$ cat config.mk
export PLATFORM = sky130hd
export DESIGN_NAME = keyled_memtest_master_flat
export DESIGN_NICKNAME = d
export VERILOG_FILES = /design/src/rtl/keyled_memtest_master_if.sv /design/src/rtl/keyled_memtest_master.sv /design/src/flat_wrapper.sv
export SDC_FILE = /design/constraint.sdc
export NUM_CORES = 1
export LEC_CHECK = 0
export CORE_ASPECT_RATIO = 1.4
export CORE_MARGIN = 4
export CORE_UTILIZATION = 25
export CTS_BUF_LIST = sky130_fd_sc_hd__clkbuf_4 sky130_fd_sc_hd__clkbuf_8
export CTS_CLUSTER_DIAMETER = 60
export DETAILED_ROUTE_END_ITERATION = 16
export PLACE_DENSITY = 0.49
export SLEW_MARGIN = 10
export SYNTH_ARGS = -nofsm -noshare
export SYNTH_HDL_FRONTEND = slang
export SYNTH_SLANG_ARGS = --single-unit
$ cat constraint.sdc
create_clock -name clk -period 2.2 [get_ports clk]
set_input_delay 0.44 -clock clk [delete_from_list [all_inputs] [get_ports clk]]
set_output_delay 0.44 -clock clk [all_outputs]
set_load 0.02 [all_outputs]
$ cat src/rtl/keyled_memtest_master_if.sv
// keyled_memtest_master_if
//   Avalon-MM bus between the memory-test master and the keyled data RAM.
//   master modport: request side (address/byteenable/chipselect/write/read/
//                   writedata out; readdata/waitrequest in)
//   slave  modport: RAM side (mirror of master)
interface keyled_memtest_master_if #(
    parameter int ADDR_W = 14,
    parameter int DATA_W = 32
);
    logic [ADDR_W-1:0]   avm_address;
    logic [DATA_W/8-1:0] avm_byteenable;
    logic                avm_chipselect;
    logic                avm_write;
    logic                avm_read;
    logic [DATA_W-1:0]   avm_writedata;
    logic [DATA_W-1:0]   avm_readdata;
    logic                avm_waitrequest;

    modport master (
        output avm_address, avm_byteenable, avm_chipselect,
               avm_write, avm_read, avm_writedata,
        input  avm_readdata, avm_waitrequest
    );

    modport slave (
        input  avm_address, avm_byteenable, avm_chipselect,
               avm_write, avm_read, avm_writedata,
        output avm_readdata, avm_waitrequest
    );
endinterface

$ cat src/rtl/keyled_memtest_master.sv
// keyled_memtest_master
//   Avalon-MM memory test master for the keyled data RAM. On start it writes a
//   pattern over [base, base+N) (wrapping at DEPTH), reads the range back with
//   pipelined reads and reports pass / saturating error count / first bad addr.
// Ports:
//   clk, reset_n (async active-low)
//   start, base_addr, num_words, seed         : test request (sampled in IDLE)
//   busy, done, pass, err_count, first_err_addr: status
//   avm (master modport)                       : Avalon-MM bus to the RAM
// Build option:
//   KEYLED_MEMTEST_ADDR_PATTERN_EN defined -> pattern is seed + word index
//   (catches address aliasing); undefined -> every word gets seed.
module keyled_memtest_master #(
    parameter int ADDR_W       = 14,
    parameter int DATA_W       = 32,
    parameter int DEPTH        = 10240,
    parameter int READ_LATENCY = 1
) (
    input  logic                 clk,
    input  logic                 reset_n,
    input  logic                 start,
    input  logic [ADDR_W-1:0]    base_addr,
    input  logic [ADDR_W:0]      num_words,
    input  logic [DATA_W-1:0]    seed,
    output logic                 busy,
    output logic                 done,
    output logic                 pass,
    output logic [15:0]          err_count,
    output logic [ADDR_W-1:0]    first_err_addr,
    keyled_memtest_master_if.master avm
);
    localparam int              LAT     = READ_LATENCY;
    localparam logic [ADDR_W:0] DEPTH_W = (ADDR_W+1)'(DEPTH);
    localparam logic [LAT-1:0]  OLDEST  = LAT'(1) << (LAT-1);

    typedef enum logic [2:0] {S_IDLE, S_WRITE, S_READ, S_DRAIN, S_DONE} state_t;

    state_t              state_q;
    logic                busy_q, done_q, pass_q, wr_q, rd_q;
    logic [15:0]         err_q, err_d;
    logic [ADDR_W-1:0]   ferr_q, ferr_d;
    logic [ADDR_W-1:0]   base_q, addr_q, addr_nxt;
    logic [ADDR_W:0]     n_q, rem_q, n_clamp;
    logic [DATA_W-1:0]   seed_q, wdata_q, exp_q;
    logic [LAT-1:0]      vld_pipe_q;
    logic [ADDR_W-1:0]   addr_pipe_q [LAT];
    logic [DATA_W-1:0]   exp_pipe_q  [LAT];
    logic                wr_acc, rd_acc, younger;

    // One conditional subtract is enough: every input is < 2*DEPTH.
    function automatic logic [ADDR_W-1:0] wrap(input logic [ADDR_W:0] a);
        return (a >= DEPTH_W) ? ADDR_W'(a - DEPTH_W) : ADDR_W'(a);
    endfunction

    always_comb begin
        wr_acc   = wr_q & ~avm.avm_waitrequest;
        rd_acc   = rd_q & ~avm.avm_waitrequest;
        addr_nxt = wrap({1'b0, addr_q} + (ADDR_W+1)'(1));
        n_clamp  = (num_words > DEPTH_W) ? DEPTH_W : num_words;
        // Entries other than the one maturing this cycle still outstanding.
        younger  = |(vld_pipe_q & ~OLDEST);
        err_d    = err_q;
        ferr_d   = ferr_q;
        if (vld_pipe_q[LAT-1] && (avm.avm_readdata != exp_pipe_q[LAT-1])) begin
            if (err_q != 16'hFFFF) err_d = err_q + 16'd1;
            if (err_q == 16'd0)    ferr_d = addr_pipe_q[LAT-1];
        end
    end

    always_ff @(posedge clk or negedge reset_n) begin
        if (!reset_n) begin
            state_q    <= S_IDLE;
            busy_q     <= 1'b0;
            done_q     <= 1'b0;
            pass_q     <= 1'b0;
            err_q      <= '0;
            ferr_q     <= '0;
            base_q     <= '0;
            n_q        <= '0;
            rem_q      <= '0;
            seed_q     <= '0;
            addr_q     <= '0;
            wdata_q    <= '0;
            exp_q      <= '0;
            wr_q       <= 1'b0;
            rd_q       <= 1'b0;
            vld_pipe_q <= '0;
            for (int j = 0; j < LAT; j++) begin
                addr_pipe_q[j] <= '0;
                exp_pipe_q[j]  <= '0;
            end
        end else begin
            err_q  <= err_d;
            ferr_q <= ferr_d;

            // Read-return pipe: stage LAT-1 lines up with avm_readdata.
            vld_pipe_q[0]  <= rd_acc;
            addr_pipe_q[0] <= addr_q;
            exp_pipe_q[0]  <= exp_q;
            for (int j = 1; j < LAT; j++) begin
                vld_pipe_q[j]  <= vld_pipe_q[j-1];
                addr_pipe_q[j] <= addr_pipe_q[j-1];
                exp_pipe_q[j]  <= exp_pipe_q[j-1];
            end

            case (state_q)
                S_IDLE: begin
                    if (start) begin
                        base_q  <= wrap({1'b0, base_addr});
                        n_q     <= n_clamp;
                        rem_q   <= n_clamp;
                        seed_q  <= seed;
                        err_q   <= '0;
                        ferr_q  <= '0;
                        pass_q  <= 1'b0;
                        busy_q  <= 1'b1;
                        state_q <= S_WRITE;
                    end
                end
                S_WRITE: begin
                    if (!wr_q) begin
                        // Setup cycle after start: issue the first write, or
                        // finish at once for an empty range.
                        if (rem_q == '0) begin
                            busy_q  <= 1'b0;
                            done_q  <= 1'b1;
                            pass_q  <= 1'b1;
                            state_q <= S_DONE;
                        end else begin
                            wr_q    <= 1'b1;
                            addr_q  <= base_q;
                            wdata_q <= seed_q;
                        end
                    end else if (wr_acc) begin
                        if (rem_q == (ADDR_W+1)'(1)) begin
                            // Last write accepted: first read goes out next cycle.
                            wr_q    <= 1'b0;
                            wdata_q <= '0;
                            rd_q    <= 1'b1;
                            addr_q  <= base_q;
                            exp_q   <= seed_q;
                            rem_q   <= n_q;
                            state_q <= S_READ;
                        end else begin
                            rem_q   <= rem_q - (ADDR_W+1)'(1);
                            addr_q  <= addr_nxt;
`ifdef KEYLED_MEMTEST_ADDR_PATTERN_EN
                            wdata_q <= wdata_q + DATA_W'(1);
`endif
                        end
                    end
                end
                S_READ: begin
                    if (rd_acc) begin
                        if (rem_q == (ADDR_W+1)'(1)) begin
                            rd_q    <= 1'b0;
                            addr_q  <= '0;
                            state_q <= S_DRAIN;
                        end else begin
                            rem_q  <= rem_q - (ADDR_W+1)'(1);
                            addr_q <= addr_nxt;
`ifdef KEYLED_MEMTEST_ADDR_PATTERN_EN
                            exp_q  <= exp_q + DATA_W'(1);
`endif
                        end
                    end
                end
                S_DRAIN: begin
                    // Leave when only the maturing entry is left; its compare
                    // lands in err_d this cycle so pass sees it.
                    if (!younger) begin
                        busy_q  <= 1'b0;
                        done_q  <= 1'b1;
                        pass_q  <= (err_d == 16'd0);
                        state_q <= S_DONE;
                    end
                end
                S_DONE: begin
                    done_q  <= 1'b0;
                    state_q <= S_IDLE;
                end
                default: state_q <= S_IDLE;
            endcase
        end
    end

    assign busy               = busy_q;
    assign done               = done_q;
    assign pass               = pass_q;
    assign err_count          = err_q;
    assign first_err_addr     = ferr_q;
    assign avm.avm_address    = addr_q;
    assign avm.avm_write      = wr_q;
    assign avm.avm_read       = rd_q;
    assign avm.avm_chipselect = wr_q | rd_q;
    assign avm.avm_byteenable = {(DATA_W/8){wr_q | rd_q}};
    assign avm.avm_writedata  = wdata_q;
endmodule

$ cat src/flat_wrapper.sv
// flat-port wrapper written by rule: the top's interface ports become plain ports
module keyled_memtest_master_flat 
#(
    parameter int ADDR_W       = 14,
    parameter int DATA_W       = 32,
    parameter int DEPTH        = 10240,
    parameter int READ_LATENCY = 1
)
  (clk, reset_n, start, base_addr, num_words, seed, busy, done, pass, err_count, first_err_addr, avm_avm_address, avm_avm_byteenable, avm_avm_chipselect, avm_avm_write, avm_avm_read, avm_avm_writedata, avm_avm_readdata, avm_avm_waitrequest);
  keyled_memtest_master_if #(.ADDR_W(ADDR_W), .DATA_W(DATA_W)) avm_i ();
  input  logic clk;
  input  logic reset_n;
  input  logic start;
  input  logic [ADDR_W-1:0] base_addr;
  input  logic [ADDR_W:0] num_words;
  input  logic [DATA_W-1:0] seed;
  output logic busy;
  output logic done;
  output logic pass;
  output logic [15:0] err_count;
  output logic [ADDR_W-1:0] first_err_addr;
  output wire logic [$bits(avm_i.avm_address)-1:0] avm_avm_address;
  output wire logic [$bits(avm_i.avm_byteenable)-1:0] avm_avm_byteenable;
  output wire logic [$bits(avm_i.avm_chipselect)-1:0] avm_avm_chipselect;
  output wire logic [$bits(avm_i.avm_write)-1:0] avm_avm_write;
  output wire logic [$bits(avm_i.avm_read)-1:0] avm_avm_read;
  output wire logic [$bits(avm_i.avm_writedata)-1:0] avm_avm_writedata;
  input wire logic [$bits(avm_i.avm_readdata)-1:0] avm_avm_readdata;
  input wire logic [$bits(avm_i.avm_waitrequest)-1:0] avm_avm_waitrequest;
  assign avm_avm_address = avm_i.avm_address;
  assign avm_avm_byteenable = avm_i.avm_byteenable;
  assign avm_avm_chipselect = avm_i.avm_chipselect;
  assign avm_avm_write = avm_i.avm_write;
  assign avm_avm_read = avm_i.avm_read;
  assign avm_avm_writedata = avm_i.avm_writedata;
  assign avm_i.avm_readdata = avm_avm_readdata;
  assign avm_i.avm_waitrequest = avm_avm_waitrequest;
  keyled_memtest_master #(.ADDR_W(ADDR_W), .DATA_W(DATA_W), .DEPTH(DEPTH), .READ_LATENCY(READ_LATENCY)) u_core (.clk(clk), .reset_n(reset_n), .start(start), .base_addr(base_addr), .num_words(num_words), .seed(seed), .busy(busy), .done(done), .pass(pass), .err_count(err_count), .first_err_addr(first_err_addr), .avm(avm_i));
endmodule
# Word level (Yosys, flattened, before mapping)
# Cells that the tools add are included.
# W data, S select, Z words.
[op_classes] eq_ne=23 n_lt_le_gt_ge=3 n_addsub=5 n_bitwise=4 muxes=56 reduce_logical=18
[op_table] op="$mux W14" n=12
[op_table] op="$mux W32" n=4
[op_table] op="$mux W15" n=7
[op_table] op="$mux W16" n=4
[op_table] op="$pmux W15 S3" n=1
[op_table] op="$logic_not A16 Y1" n=2
[op_table] op="$ne A32 B32 Y1" n=1
[op_table] op="$pmux W14 S2" n=1
[op_table] op="$sub A14 B14 Y14 const B" n=2
[op_table] op="$mux W3" n=7
[op_table] op="$reduce_and A6 Y1" n=3
[op_table] op="$add A16 B1 Y16 const B" n=1
[op_table] op="$ne A16 B16 Y1 const B" n=1
[op_table] op="$reduce_and A4 Y1" n=4
[op_table] op="$add A14 B1 Y15 const B" n=1
[op_table] op="$eq A15 B1 Y1 const B" n=1
[op_table] op="$ge A15 B14 Y1 const B" n=1
[op_table] op="$gt A15 B14 Y1 const B" n=1
[op_table] op="$logic_not A15 Y1" n=1
[op_table] op="$mux W1" n=15
[op_table] op="$sub A15 B1 Y15 const B" n=1
[op_table] op="$ge A14 B14 Y1 const B" n=1
[op_table] op="$ne A2 B1 Y1 const B" n=7
[op_table] op="$pmux W3 S4" n=1
[op_table] op="other kinds (18)" n=29
[totals] in_bits=97 output_inout_bits=86 reg_bits=239 wordCells=127

# Logic depth before layout (Yosys ltp)
# Gate-level depths: netlist of the first run.
[logic_depth] depth_word=7 ltp_mapped=11 depth_no_buf=9

# Worst setup path before layout of the first run
# OpenSTA, ideal clock, no wires.
[synth_timing] kind="register -> register" start="register u_core.err_q[0] (netlist: u_core.err_count[0])" end="register u_core.pass_q (netlist: u_core.pass)" path_slack_ps=-155 required_ps=2105 n_path_buf=1 setup_time_ps=95 path_stages_with_launch=9 arrival_time_ps=2259 synth_period_minus_slack_ps=2355 cell_sequence="dfrtp_1 > ha_1 > and3_1 > clkbuf_1 > and3_1 > o41ai_1 > a22oi_1 > or4_1 > o31ai_1"
[synth_via] elab_chain_len=5 elab_cells_between_ends=6 cone_classes="add/sub (1); eq/ne (1); mux (3); reduce/logical (1)"
[synth_rtl] item="start, declared" line="keyled_memtest_master.sv:40" text="logic [15:0] err_q, err_d;"
[synth_rtl] item="start signal, assigned" line="keyled_memtest_master.sv:93" text="err_q <= err_d;"
[synth_rtl] item="$add A16 B1 Y16 or $ne A16 B16 Y1 (tied branches)" line="keyled_memtest_master.sv:65" text="if (err_q != 16'hFFFF) err_d = err_q + 16'd1;"
[synth_rtl] item="$mux W16" line="keyled_memtest_master.sv:65"
[synth_rtl] item="$mux W16 (*)" line="keyled_memtest_master.sv:64" text="if (vld_pipe_q[LAT-1] && (avm.avm_readdata != exp_pipe_q[LAT-1])) begin"
[synth_rtl] item="$logic_not A16 Y1 (*)" line="keyled_memtest_master.sv:174" text="pass_q <= (err_d == 16'd0);"
[synth_rtl] item="$pmux W1 S3 (*)" line="keyled_memtest_master.sv:106" text="case (state_q)"
[synth_rtl] item="end signal, assigned" line="keyled_memtest_master.sv:174"
[synth_rtl] item="end, declared" line="keyled_memtest_master.sv:39" text="logic busy_q, done_q, pass_q, wr_q, rd_q;"
# Mark *: on every way between the ends. The rest lies on a longest branch, timed or not.
# A chain may end at the register's enable or synchronous reset.

# Worst setup path in the final report of the first run
[layout_timing] start="register u_core.rem_q[2]" end="register u_core.exp_q[26]"
[layout_via] elab_chain_len=2
[layout_rtl] item="start, declared" line="keyled_memtest_master.sv:43" text="logic [ADDR_W:0] n_q, rem_q, n_clamp;"
[layout_rtl] item="start signal, assigned" line="keyled_memtest_master.sv:111" text="rem_q <= n_clamp;"
[layout_rtl] item="start signal, assigned" line="keyled_memtest_master.sv:142" text="rem_q <= n_q;"
[layout_rtl] item="start signal, assigned" line="keyled_memtest_master.sv:145" text="rem_q <= rem_q - (ADDR_W+1)'(1);"
[layout_rtl] item="$eq A15 B1 Y1" line="keyled_memtest_master.sv:135" text="if (rem_q == (ADDR_W+1)'(1)) begin"
[layout_rtl] item="$reduce_and A4 Y1 (no source line)"
[layout_rtl] item="end signal, assigned" line="keyled_memtest_master.sv:141" text="exp_q <= seed_q;"
[layout_rtl] item="end, declared" line="keyled_memtest_master.sv:44" text="logic [DATA_W-1:0] seed_q, wdata_q, exp_q;"
# Every way passes these cells.

==> results.py, run 1 <==
metrics = {
    "cells_and_area": {
        "fillCellCount": 4160,
        "post-route-util_pct": 38.6,
        "syn_to_final_growth_pct": 52.2,
        "final_common_cell": "nand2_1",
        "final_layout_size_suffix_gt1_share_pct": 26.8,
        "layout_common_cells": "nand2_1 (237), dfrtp_1 (232), clkdlybuf4s50_1 (158), buf_4 (105), nor2_1 (71)",
        "final_nets": 1495,
    },
    "timing": {
        "min_period_ns": 2.42,
        "worst_slack_ns": -0.224,
        "hold_viol": 0,
        "maxSlewHeadroom_pct": 68.6,
        "timing.final.max_slew_violations": 0,
        "max_slew.worst_pin.slew_ns": 0.466,
        "fin_skew_ns": 0.0321,
        "finalSetupViolCount": 109,
        "max_clock_freq_ghz": 0.412,
        "rsz0062_at_grt": "yes",
        "fin_crit_sh_pct": 110,
    },
    "worst_setup_path": {
        "r2r_end": "u_core.exp_q[26]$_DFFE_PN0P_",
        "worstSetupPathType": "flip-flop to flip-flop",
        "worstPathRequired_ns": 2.64,
        "crit_arrival_ns": 2.86,
        "cp_max_fo": 8,
        "rrSetupSlack_ns": -0.22,
        "r2r_start": "u_core.rem_q[2]$_DFFE_PN0P_",
        "critPathLaunchType": "flip-flop",
        "worstRegToRegCells": 8,
        "critPathCaptureType": "flip-flop",
    },
    "pwr": {
        "sw_frac_of_total_pct": 22.8,
        "seqPwrFrac_pct": 48.7,
        "ir_drop_uv": 320,
        "p_per_area_nw_per_um2": 578,
        "switchingPower_w": 0.00210,
        "intPower_w": 0.00711,
        "p_leak_nw": 7.64,
        "clkPwrFrac_pct": 46.4,
        "p_comb_share_pct": 4.9,
    },
    "clocking": {
        "clk_pin_slew_ns": 0.06,
        "cts_buffer_depth": 3,
        "cts_max_level": 2,
        "clockRootBuffer": "clkbuf_8",
        "clk_latency_ns": 0.57,
        "cts_buffers": 41,
        "cts_tree": "built",
        "cts_num_sinks": 239,
    },
    "synth": {
        "synth-async-reset-ratio_pct": 100,
        "synthesis.nets": 1171,
        "synth_xor_area_share_pct": 4.18,
        "ys.flop_type": "dfrtp_1",
        "synth-seq-cells": 239,
        "synthMuxAreaShare_pct": 2.14,
        "yosys.cell_types.count": 64,
        "synth.largest_area_cell": "dfrtp_1",
        "synth_top_family_by_area": "simple AND/OR/NAND/NOR gates",
        "synthSimpleGateAreaFrac_pct": 20.8,
        "netlist_area_sq_um": 10500,
        "synthTopCellsByArea": "dfrtp_1 (57%), nand2_1 (10%), o21ai_0 (3.4%)",
        "synth_compound_area_share_pct": 11.5,
        "netlist_instances": 1067,
        "synthAdderAreaFrac_pct": 0.836,
        "synth_top_area_share_pct": 57.1,
        "synth_edf_count": 0,
        "yosysSeqAreaShare_pct": 57.1,
        "ys_warn_count": 0,
        "postSynthAreaPerCell_sq_um": 9.82,
    },
    "floorplan": {
        "die_h_um": 250,
        "die_w_um": 181,
        "dieArea_sq_um": 45300,
        "ios": 183,
        "rows": 88,
        "core_sq_um": 41300,
        "start_util_pct": 25.4,
    },
    "global_routing": {
        "grt_pass1_wl_mm": 52.9,
        "grt_usage_pct": 14.4,
        "first_global_vias": 9476,
        "antenna_found_initial": 1,
        "grt_max_degree": 63,
        "grt-ovfl-total": 0,
    },
    "route": {
        "wl_mm": 33.4,
        "drt_iter0_drc": 444,
        "post-route-drc-count": 0,
        "antenna_left": 0,
        "firstDrtPassIters": 4,
        "post_drt_wl_per_cell_um": 17.1,
        "viasPerCell": 4.54,
        "num_vias": 8897,
    },
    "hold_path": {
        "min_path_type": "flip-flop to flip-flop",
        "min_from": "u_core.exp_q[24]$_DFFE_PN0P_",
        "min_to": "u_core.exp_pipe_q[24]$_DFF_PN0_",
        "hold_depth": 0,
    },
    "placed_design": {
        "port_buffers": 182,
        "post-place-ws_ns": -0.790,
        "place.gp.congestion": 0.797,
        "hpwlAfterDp_mm": 22.5,
    },
    "outcome": {
        "violations": "setup timing",
        "status": "finished, violations left",
    },
    "run": {
        "max_cap_violations": 0,
    },
}
==> per-layer routing <==
layer / vias to the layer above / share of wire, % / wire length (um) / global-route usage, %
li1: 4295 / - / - / -
met1: 4357 / 41 / 13600 / 17.3
met2: 189 / 53 / 17700 / 26.8
met3: 56 / 4.0 / 1350 / 2.22
met4: 0 / 2.1 / 718 / 3.80
met5: - / 0 / 0 / 0
==> how the worst max path moves through the flow <==
stage,startpoint,to,slack (ns),depth (start not counted)
6_report,u_core.rem_q[2]$_DFFE_PN0P_,u_core.exp_q[26]$_DFFE_PN0P_,-0.22,8
5_1_grt,u_core.rem_q[2]$_DFFE_PN0P_,u_core.exp_q[31]$_DFFE_PN0P_,-0.31,8
4_1_cts,u_core.exp_pipe_q[7]$_DFF_PN0_,u_core.pass$_DFFE_PN0P_,-0.20,9
3_5_place_dp,avm_avm_readdata[25],u_core.pass$_DFFE_PN0P_,-0.79,9
3_3_place_gp,avm_avm_readdata[9],u_core.pass$_DFFE_PN0P_,-0.82,10
2_1_floorplan,u_core.rem_q[9]$_DFFE_PN0P_,u_core.avm.avm_writedata[10]$_DFFE_PN0P_,-0.03,8
==> critical path, stage by stage, from the launching register on <==
cell	delay [ns]
dfrtp_1	0.38
or4_4	0.57
nor3_4	0.27
nand3_2	0.14
buf_6	0.16
or3_4	0.39
bufbuf_16	0.30
nand2_1	0.06
nand2_1	0.04
==> power by group through the flow <==
stage | sequential (W) | combinational [W] | clock (W)
2_1_floorplan | 0.00455 | 0.0000837 | 0
3_3_place_gp | 0.00456 | 0.000445 | 0
3_5_place_dp | 0.00456 | 0.000448 | 0
4_1_cts | 0.00448 | 0.000461 | 0.00444
5_1_grt | 0.00449 | 0.000500 | 0.00462
6_report | 0.00449 | 0.000450 | 0.00428
==> timing repair <==
item	4_1_cts	5_1_grt
hold endpoints to repair	43	0
gates resized for setup	167	83
pin swaps	84	51
setup endpoints to repair	131	137
setup buffers	18	8
cloned	13	5
hold buffers	1	0
==> Yosys cell counts, drive strengths merged (2+ instances only) <==
master / instances
nand2: 285
dfrtp: 239
o21ai: 79
nor2: 78
xnor2: 41
a21oi: 37
a22o: 36
clkbuf: 34
buf: 31
nor3: 21
nand3: 20
mux2i: 19
nor4: 18
nand4: 15
and3: 11
inv: 11
xor2: 9
a31oi: 8
and2: 8
nor3b: 8
ha: 7
a221oi: 5
nor2b: 5
a211oi: 4
nand2b: 4
a22oi: 3
and4: 3
mux2: 3
o31ai: 3
or4: 3
o211a: 2
o22ai: 2
or2: 2
or3: 2
==> sequential cells by signal (all words and copies together) (netlist names), 15 cells and up <==
register,cells
u_core.avm.avm_writedata,32
u_core.err_count,16
u_core.exp_pipe_q,32
u_core.exp_q,32
u_core.n_q,15
u_core.rem_q,15
u_core.seed_q,32
==> cells by family (layout without fill, tap and decap cells) <==
group           count (synthesis)  count (layout)
simple gates                  486             486
flops                         239             239
compound gates                187             187
buf+inv                        76             428
xor+xnor                       50              50
mux                            22              22
fa+ha+maj                       7               7
other cells                     0               1
==> stage by stage <==
step / power, W / std cells / TNS, ns / hold slack [ns] / instance area [sq um]
floorplan: 0.00464 / 1067 / -0.891 / 0.144 / 10500
global placement: 0.00501 / 1850 / -26.41 / 0.359 / 13800
detailed placement: 0.00501 / 1850 / -26.81 / 0.358 / 13800
CTS: 0.00939 / 1952 / -13.90 / 0.350 / 15600
global route: 0.00960 / 1960 / -26.21 / 0.369 / 16000
finish: 0.00921 / 1960 / -13.99 / 0.363 / 16000
==> layout make-up <==
type	instances	area, sq um	share of cell area (%)
Timing Repair Buffer	346	3650	22.9
Antenna cell	1	2.50	0.0157
Sequential cell	239	5990	37.5
Clock inverter	6	76.3	0.478
Clock buffer	65	795	4.98
Inverter	11	41.3	0.259
Multi-Input combinational cell	752	4730	29.6
Tap cell	540	676	4.24
Power figures use the tool's default switching activity.
==> inputs of run 2 (changes only) <==
--- a/config.mk
+++ b/config.mk
@@ -10,8 +10,9 @@
 export CORE_UTILIZATION = 25
 export CTS_BUF_LIST = sky130_fd_sc_hd__clkbuf_4 sky130_fd_sc_hd__clkbuf_8
 export CTS_CLUSTER_DIAMETER = 60
+export CTS_CLUSTER_SIZE = 14
 export DETAILED_ROUTE_END_ITERATION = 16
-export PLACE_DENSITY = 0.49
+export PLACE_DENSITY_LB_ADDON = 0.15
 export SLEW_MARGIN = 10
 export SYNTH_ARGS = -nofsm -noshare
 export SYNTH_HDL_FRONTEND = slang
==> run 2 against run 1 <==
- the flow still finishes with violations (setup timing)
- worst setup slack worse by 0.047 ns
- sequential share of layout area up 1.2 points
- sequential power about the same
- combinational power decreased by 1%
- maximum frequency decreased by 1.9%
- via count is 1.5% lower
- register-to-register slack worse by 0.05 ns
- routed wire length grew 2.1%
- global-route usage shrank 0.51 points
- critical endpoint is now u_core.exp_q[31]$_DFFE_PN0P_
==> results.py, run 2 (synthesized netlist as in run 1, its figures left out) <==
metrics = {
    "outcome": {
        "status": "finished, violations left",
        "violations": "setup timing",
    },
    "pwr": {
        "sw_frac_of_total_pct": 24.4,
        "p_comb_share_pct": 5.8,
        "intPower_w": 0.00582,
        "seqPwrFrac_pct": 58.2,
        "clkPwrFrac_pct": 36.0,
        "p_leak_nw": 7.27,
        "ir_drop_uv": 295,
        "p_per_area_nw_per_um2": 498,
        "switchingPower_w": 0.00187,
    },
    "cells_and_area": {
        "fillCellCount": 4192,
        "post-route-util_pct": 37.4,
        "seq_area_sq_um": 5990,
        "fin_area_sq_um": 15500,
        "final_layout_size_suffix_gt1_share_pct": 25.3,
        "layout_common_cells": "nand2_1 (234), dfrtp_1 (229), clkdlybuf4s50_1 (159), buf_4 (112), nor2_1 (70)",
        "multi_input_area_sq_um": 4800,
        "final_nets": 1473,
        "post_layout_nonfiller_instances": 1919,
        "syn_to_final_growth_pct": 47.4,
        "final_common_cell": "nand2_1",
    },
    "timing": {
        "worst_slack_ns": -0.271,
        "timing.final.max_slew_violations": 0,
        "hold_viol": 0,
        "max_clock_freq_ghz": 0.405,
        "holdWs_ns": 0.361,
        "min_period_ns": 2.47,
        "fin_crit_sh_pct": 112,
        "tns_ns": -19.76,
        "maxSlewHeadroom_pct": 63.7,
        "finalSetupViolCount": 106,
        "rsz0062_at_grt": "yes",
        "fin_skew_ns": 0.0248,
        "max_slew.worst_pin.slew_ns": 0.540,
    },
    "clocking": {
        "cts_max_level": 1,
        "cts_buffer_depth": 3,
        "cts_buffers": 24,
        "cts_tree": "built",
        "clk_pin_slew_ns": 0.09,
        "cts_num_sinks": 239,
        "clockRootBuffer": "clkbuf_8",
        "clk_latency_ns": 0.57,
    },
    "worst_setup_path": {
        "worstPathRequired_ns": 2.65,
        "worstRegToRegCells": 8,
        "critPathLaunchType": "flip-flop",
        "crit_arrival_ns": 2.93,
        "worstSetupPathType": "flip-flop to flip-flop",
        "critPathCaptureType": "flip-flop",
        "cp_max_fo": 8,
    },
    "route": {
        "num_vias": 8763,
        "post_drt_wl_per_cell_um": 17.8,
        "antenna_left": 0,
        "firstDrtPassIters": 5,
        "wl_mm": 34.1,
        "viasPerCell": 4.57,
        "drt_iter0_drc": 369,
        "post-route-drc-count": 0,
    },
    "placed_design": {
        "hpwlAfterDp_mm": 22.3,
        "post_dp_cell_area_sq_um": 13800,
        "place.gp.congestion": 0.786,
        "placedCellCount": 1852,
        "port_buffers": 182,
    },
    "floorplan": {
        "die_w_um": 181,
        "die_h_um": 250,
        "ios": 183,
        "core_sq_um": 41300,
        "start_util_pct": 25.4,
        "rows": 88,
        "dieArea_sq_um": 45300,
    },
    "hold_path": {
        "min_path_type": "input port to asynchronous set/reset pin",
    },
    "global_routing": {
        "grt-ovfl-total": 0,
        "first_global_vias": 8985,
        "grt_pass1_wl_mm": 51.1,
        "antenna_found_initial": 1,
        "grt_usage_pct": 13.9,
        "grt_max_degree": 71,
    },
    "run": {
        "max_cap_violations": 0,
    },
}
==> run 2: power by group through the flow <==
stage	registers, W	logic, W	clock network [W]
4_1_cts	0.00448	0.000458	0.00294
2_1_floorplan	0.00455	0.0000837	0
6_report	0.00448	0.000444	0.00277
5_1_grt	0.00449	0.000494	0.00314
3_5_place_dp	0.00456	0.000448	0
3_3_place_gp	0.00456	0.000450	0
==> run 2: layer usage <==
metal  track usage, %  wire, um  part of all wire (%)  up-vias
met5                0         0                     0        -
met4             3.41       613                   1.8        0
met3             1.84      1190                   3.5       34
met2             25.2     18200                    53      164
met1             17.6     14200                    41     4339
li1                 -         -                     -     4226
==> run 2: area by class of cell <==
cell class	instances	area share, %
multi-input cells	752	31.0
well taps	540	4.37
clock buffers	28	2.37
diodes	1	0.0162
repair buffers	341	22.7
flip-flops and latches	239	38.8
clock inverters	7	0.413
inverters	11	0.267
==> run 2: worst max-delay path: stages, from the launching register on <==
cell and delay (ns):
dfrtp_1 0.40, or4_4 0.57, nor3_4 0.30, nand3_4 0.13, buf_8 0.16, or3_4 0.45, clkbuf_16 0.22, nand2_2 0.06
nand2_1 0.04
==> run 2: metrics by stage <==
step                power, W  worst slack (ns)
floorplan            0.00464           -0.0288
global placement     0.00501            -0.924
detailed placement   0.00501            -0.927
CTS                  0.00788            -0.222
global route         0.00812            -0.353
finish               0.00769            -0.271
==> run 2: path summary, 6_finish.rpt <==
kind / start / end / slack (ns)
max in group asynchronous: reset_n / u_core.seed_q[24]$_DFFE_PN0P_ / 1.09
min in group clk: base_addr[4] / u_core.base_q[4]$_DFFE_PN0P_ / 0.38
min: reset_n / u_core.err_count[4]$_DFF_PN0_ / 0.36
min reg2reg: u_core.exp_q[2]$_DFFE_PN0P_ / u_core.exp_pipe_q[2]$_DFF_PN0_ / 0.39
max reg2reg: u_core.rem_q[2]$_DFFE_PN0P_ / u_core.exp_q[31]$_DFFE_PN0P_ / -0.27
max: u_core.rem_q[2]$_DFFE_PN0P_ / u_core.exp_q[31]$_DFFE_PN0P_ / -0.27
==> run 2: what timing repair did <==
| item | 4_1_cts | 5_1_grt |
|---|---|---|
| endpoints found under the setup margin | 146 | 140 |
| pin swaps | 22 | 126 |
| hold buffers | 1 | 0 |
| endpoints found under the hold margin | 32 | 0 |
| cloned | 5 | 12 |
| setup buffers | 6 | 7 |
| resized for setup | 113 | 141 |
==> inputs of run 3 (changes only) <==
--- a/config.mk
+++ b/config.mk
@@ -7,7 +7,7 @@
 export LEC_CHECK = 0
 export CORE_ASPECT_RATIO = 1.4
 export CORE_MARGIN = 4
-export CORE_UTILIZATION = 25
+export CORE_UTILIZATION = 50
 export CTS_BUF_LIST = sky130_fd_sc_hd__clkbuf_4 sky130_fd_sc_hd__clkbuf_8
 export CTS_CLUSTER_DIAMETER = 60
 export CTS_CLUSTER_SIZE = 14
==> run 3 against run 2 <==
- global-route usage is 11 points higher
- worst setup slack better by 0.020 ns
- critical path depth is 2 higher
- largest cell class unchanged
- final cell count is 16% lower
- highest routed layer unchanged
- first-iteration DRC count is 33% higher
- the flow still finishes with violations (setup timing)
==> results.py, run 3 (synthesized netlist as in run 1, its figures left out) <==
metrics = {
    "route": {
        "post_drt_wl_per_cell_um": 19.1,
        "wl_met3_mm": 1.87,
        "post-route-drc-count": 0,
        "num_vias": 8980,
        "wl_mm": 30.7,
        "firstDrtPassIters": 5,
        "wl_met2_mm": 16.2,
        "drt_iter0_drc": 491,
        "antenna_left": 0,
        "drt-met1-wl_mm": 11.7,
        "highest_layer": "met4",
        "viasPerCell": 5.58,
    },
    "worst_setup_path": {
        "worstRegToRegCells": 10,
        "cp_max_fo": 6,
        "worstSetupPathType": "flip-flop to flip-flop",
        "crit_arrival_ns": 2.92,
        "critPathLaunchType": "flip-flop",
        "worstPathRequired_ns": 2.67,
        "critPathCaptureType": "flip-flop",
    },
    "global_routing": {
        "antenna_found_initial": 0,
        "first_global_vias": 9071,
        "grt_max_degree": 60,
        "grt-ovfl-total": 0,
        "grt_pass1_wl_mm": 46.1,
        "grt_usage_pct": 24.8,
    },
    "cells_and_area": {
        "antenna-diode-count": 0,
        "final_nets": 1455,
        "layout_common_cells": "nand2_1 (277), dfrtp_1 (231), clkdlybuf4s50_1 (169), buf_4 (94), nor2_1 (72)",
        "syn_to_final_growth_pct": 40.2,
        "final_layout_size_suffix_gt1_share_pct": 20.2,
        "fin_area_sq_um": 14700,
        "post-route-util_pct": 71.5,
        "final_common_cell": "nand2_1",
    },
    "floorplan": {
        "die_h_um": 179,
        "rows": 62,
        "dieArea_sq_um": 23400,
        "start_util_pct": 51.0,
        "ios": 183,
        "die_w_um": 130,
        "core_sq_um": 20600,
    },
    "timing": {
        "maxSlewHeadroom_pct": 58.6,
        "hold_viol": 0,
        "max_clock_freq_ghz": 0.408,
        "max_slew.worst_pin.slew_ns": 0.618,
        "min_period_ns": 2.45,
        "fin_skew_ns": 0.0246,
        "tns_ns": -15.19,
        "rsz0062_at_grt": "yes",
        "fin_crit_sh_pct": 111,
        "worst_slack_ns": -0.251,
        "timing.final.max_slew_violations": 0,
        "finalSetupViolCount": 98,
    },
    "clocking": {
        "clk_latency_ns": 0.55,
        "cts_buffer_depth": 3,
        "clockRootBuffer": "clkbuf_8",
        "cts_buffers": 21,
        "cts_tree": "built",
        "clk_pin_slew_ns": 0.10,
        "cts_max_level": 1,
        "cts_num_sinks": 239,
    },
    "pwr": {
        "p_leak_nw": 7.00,
        "ir_drop_uv": 514,
        "p_per_area_nw_per_um2": 495,
    },
    "hold_path": {
        "min_path_type": "flip-flop to flip-flop",
        "hold_depth": 0,
    },
    "placed_design": {
        "post_dp_cell_area_sq_um": 13300,
        "port_buffers": 182,
        "hpwlAfterDp_mm": 19.6,
        "place.gp.congestion": 0.892,
    },
    "outcome": {
        "status": "finished, violations left",
        "violations": "setup timing",
    },
    "run": {
        "max_cap_violations": 0,
    },
}
-- run 3: worst paths after layout --
path / start / to / slack [ns]
worst max-delay path: u_core.rem_q[2]$_DFFE_PN0P_ / u_core.rem_q[6]$_DFFE_PN0P_ / -0.25
worst min-delay path: u_core.exp_q[15]$_DFFE_PN0P_ / u_core.exp_pipe_q[15]$_DFF_PN0_ / 0.38
worst max register to register: u_core.rem_q[2]$_DFFE_PN0P_ / u_core.rem_q[6]$_DFFE_PN0P_ / -0.25
worst min register to register: u_core.exp_q[15]$_DFFE_PN0P_ / u_core.exp_pipe_q[15]$_DFF_PN0_ / 0.38
max in group asynchronous: reset_n / u_core.n_q[10]$_DFFE_PN0P_ / 1.14
min in group asynchronous: reset_n / u_core.seed_q[28]$_DFFE_PN0P_ / 0.40
-- run 3: through the flow --
step                      total power (W)  setup WS [ns]  hold WS (ns)  cells
after floorplan                   0.00464        -0.0288         0.144   1067
after global placement            0.00498         -0.678         0.358   1548
after detailed placement          0.00499         -0.772         0.359   1548
after CTS                         0.00735         -0.208         0.376   1599
after global routing              0.00755         -0.348         0.389   1608
final                             0.00728         -0.251         0.379   1608
-- run 3: metal layers --
metal / GRT usage, % / up-vias
li1: - / 4191
met5: 0 / -
met2: 45.0 / 286
met3: 4.35 / 63
met1: 30.0 / 4440
met4: 7.59 / 0
-- run 3: cell type report --
cell class	instances	area, sq um
multi-input combinational	752	4560
sequential	239	5990
clock inverter	2	23.8
tap	256	320
inverter	11	41.3
fill	1510	5860
timing repair buffer	326	3460
clock buffer	22	303
-- run 3: timing repair --
item | CTS | global route
setup endpoints to repair | 123 | 125
hold endpoints to repair | 50 | 0
pin swaps | 30 | 46
gates resized for setup | 118 | 59
cloned | 11 | 6
buffers inserted | 15 | 5
hold buffers | 1 | 0
-- run 3: report_power, final --
part           leakage, nW  switching, W  internal, W  total [W]
clock                0.165       0.00146     0.000915    0.00238
combinational         3.59      0.000191     0.000240   0.000431
sequential            3.24     0.0000359      0.00444    0.00447
-- run 3: worst max-delay path, stage by stage (launching register included) --
cell and delay, ns:
dfrtp_1 0.41, or4_4 0.57, nor3_4 0.27, nand3_4 0.14
buf_12 0.17, buf_8 0.12, nor2_4 0.13, buf_6 0.16
a22o_1 0.16, a31oi_1 0.06, o21ai_1 0.17
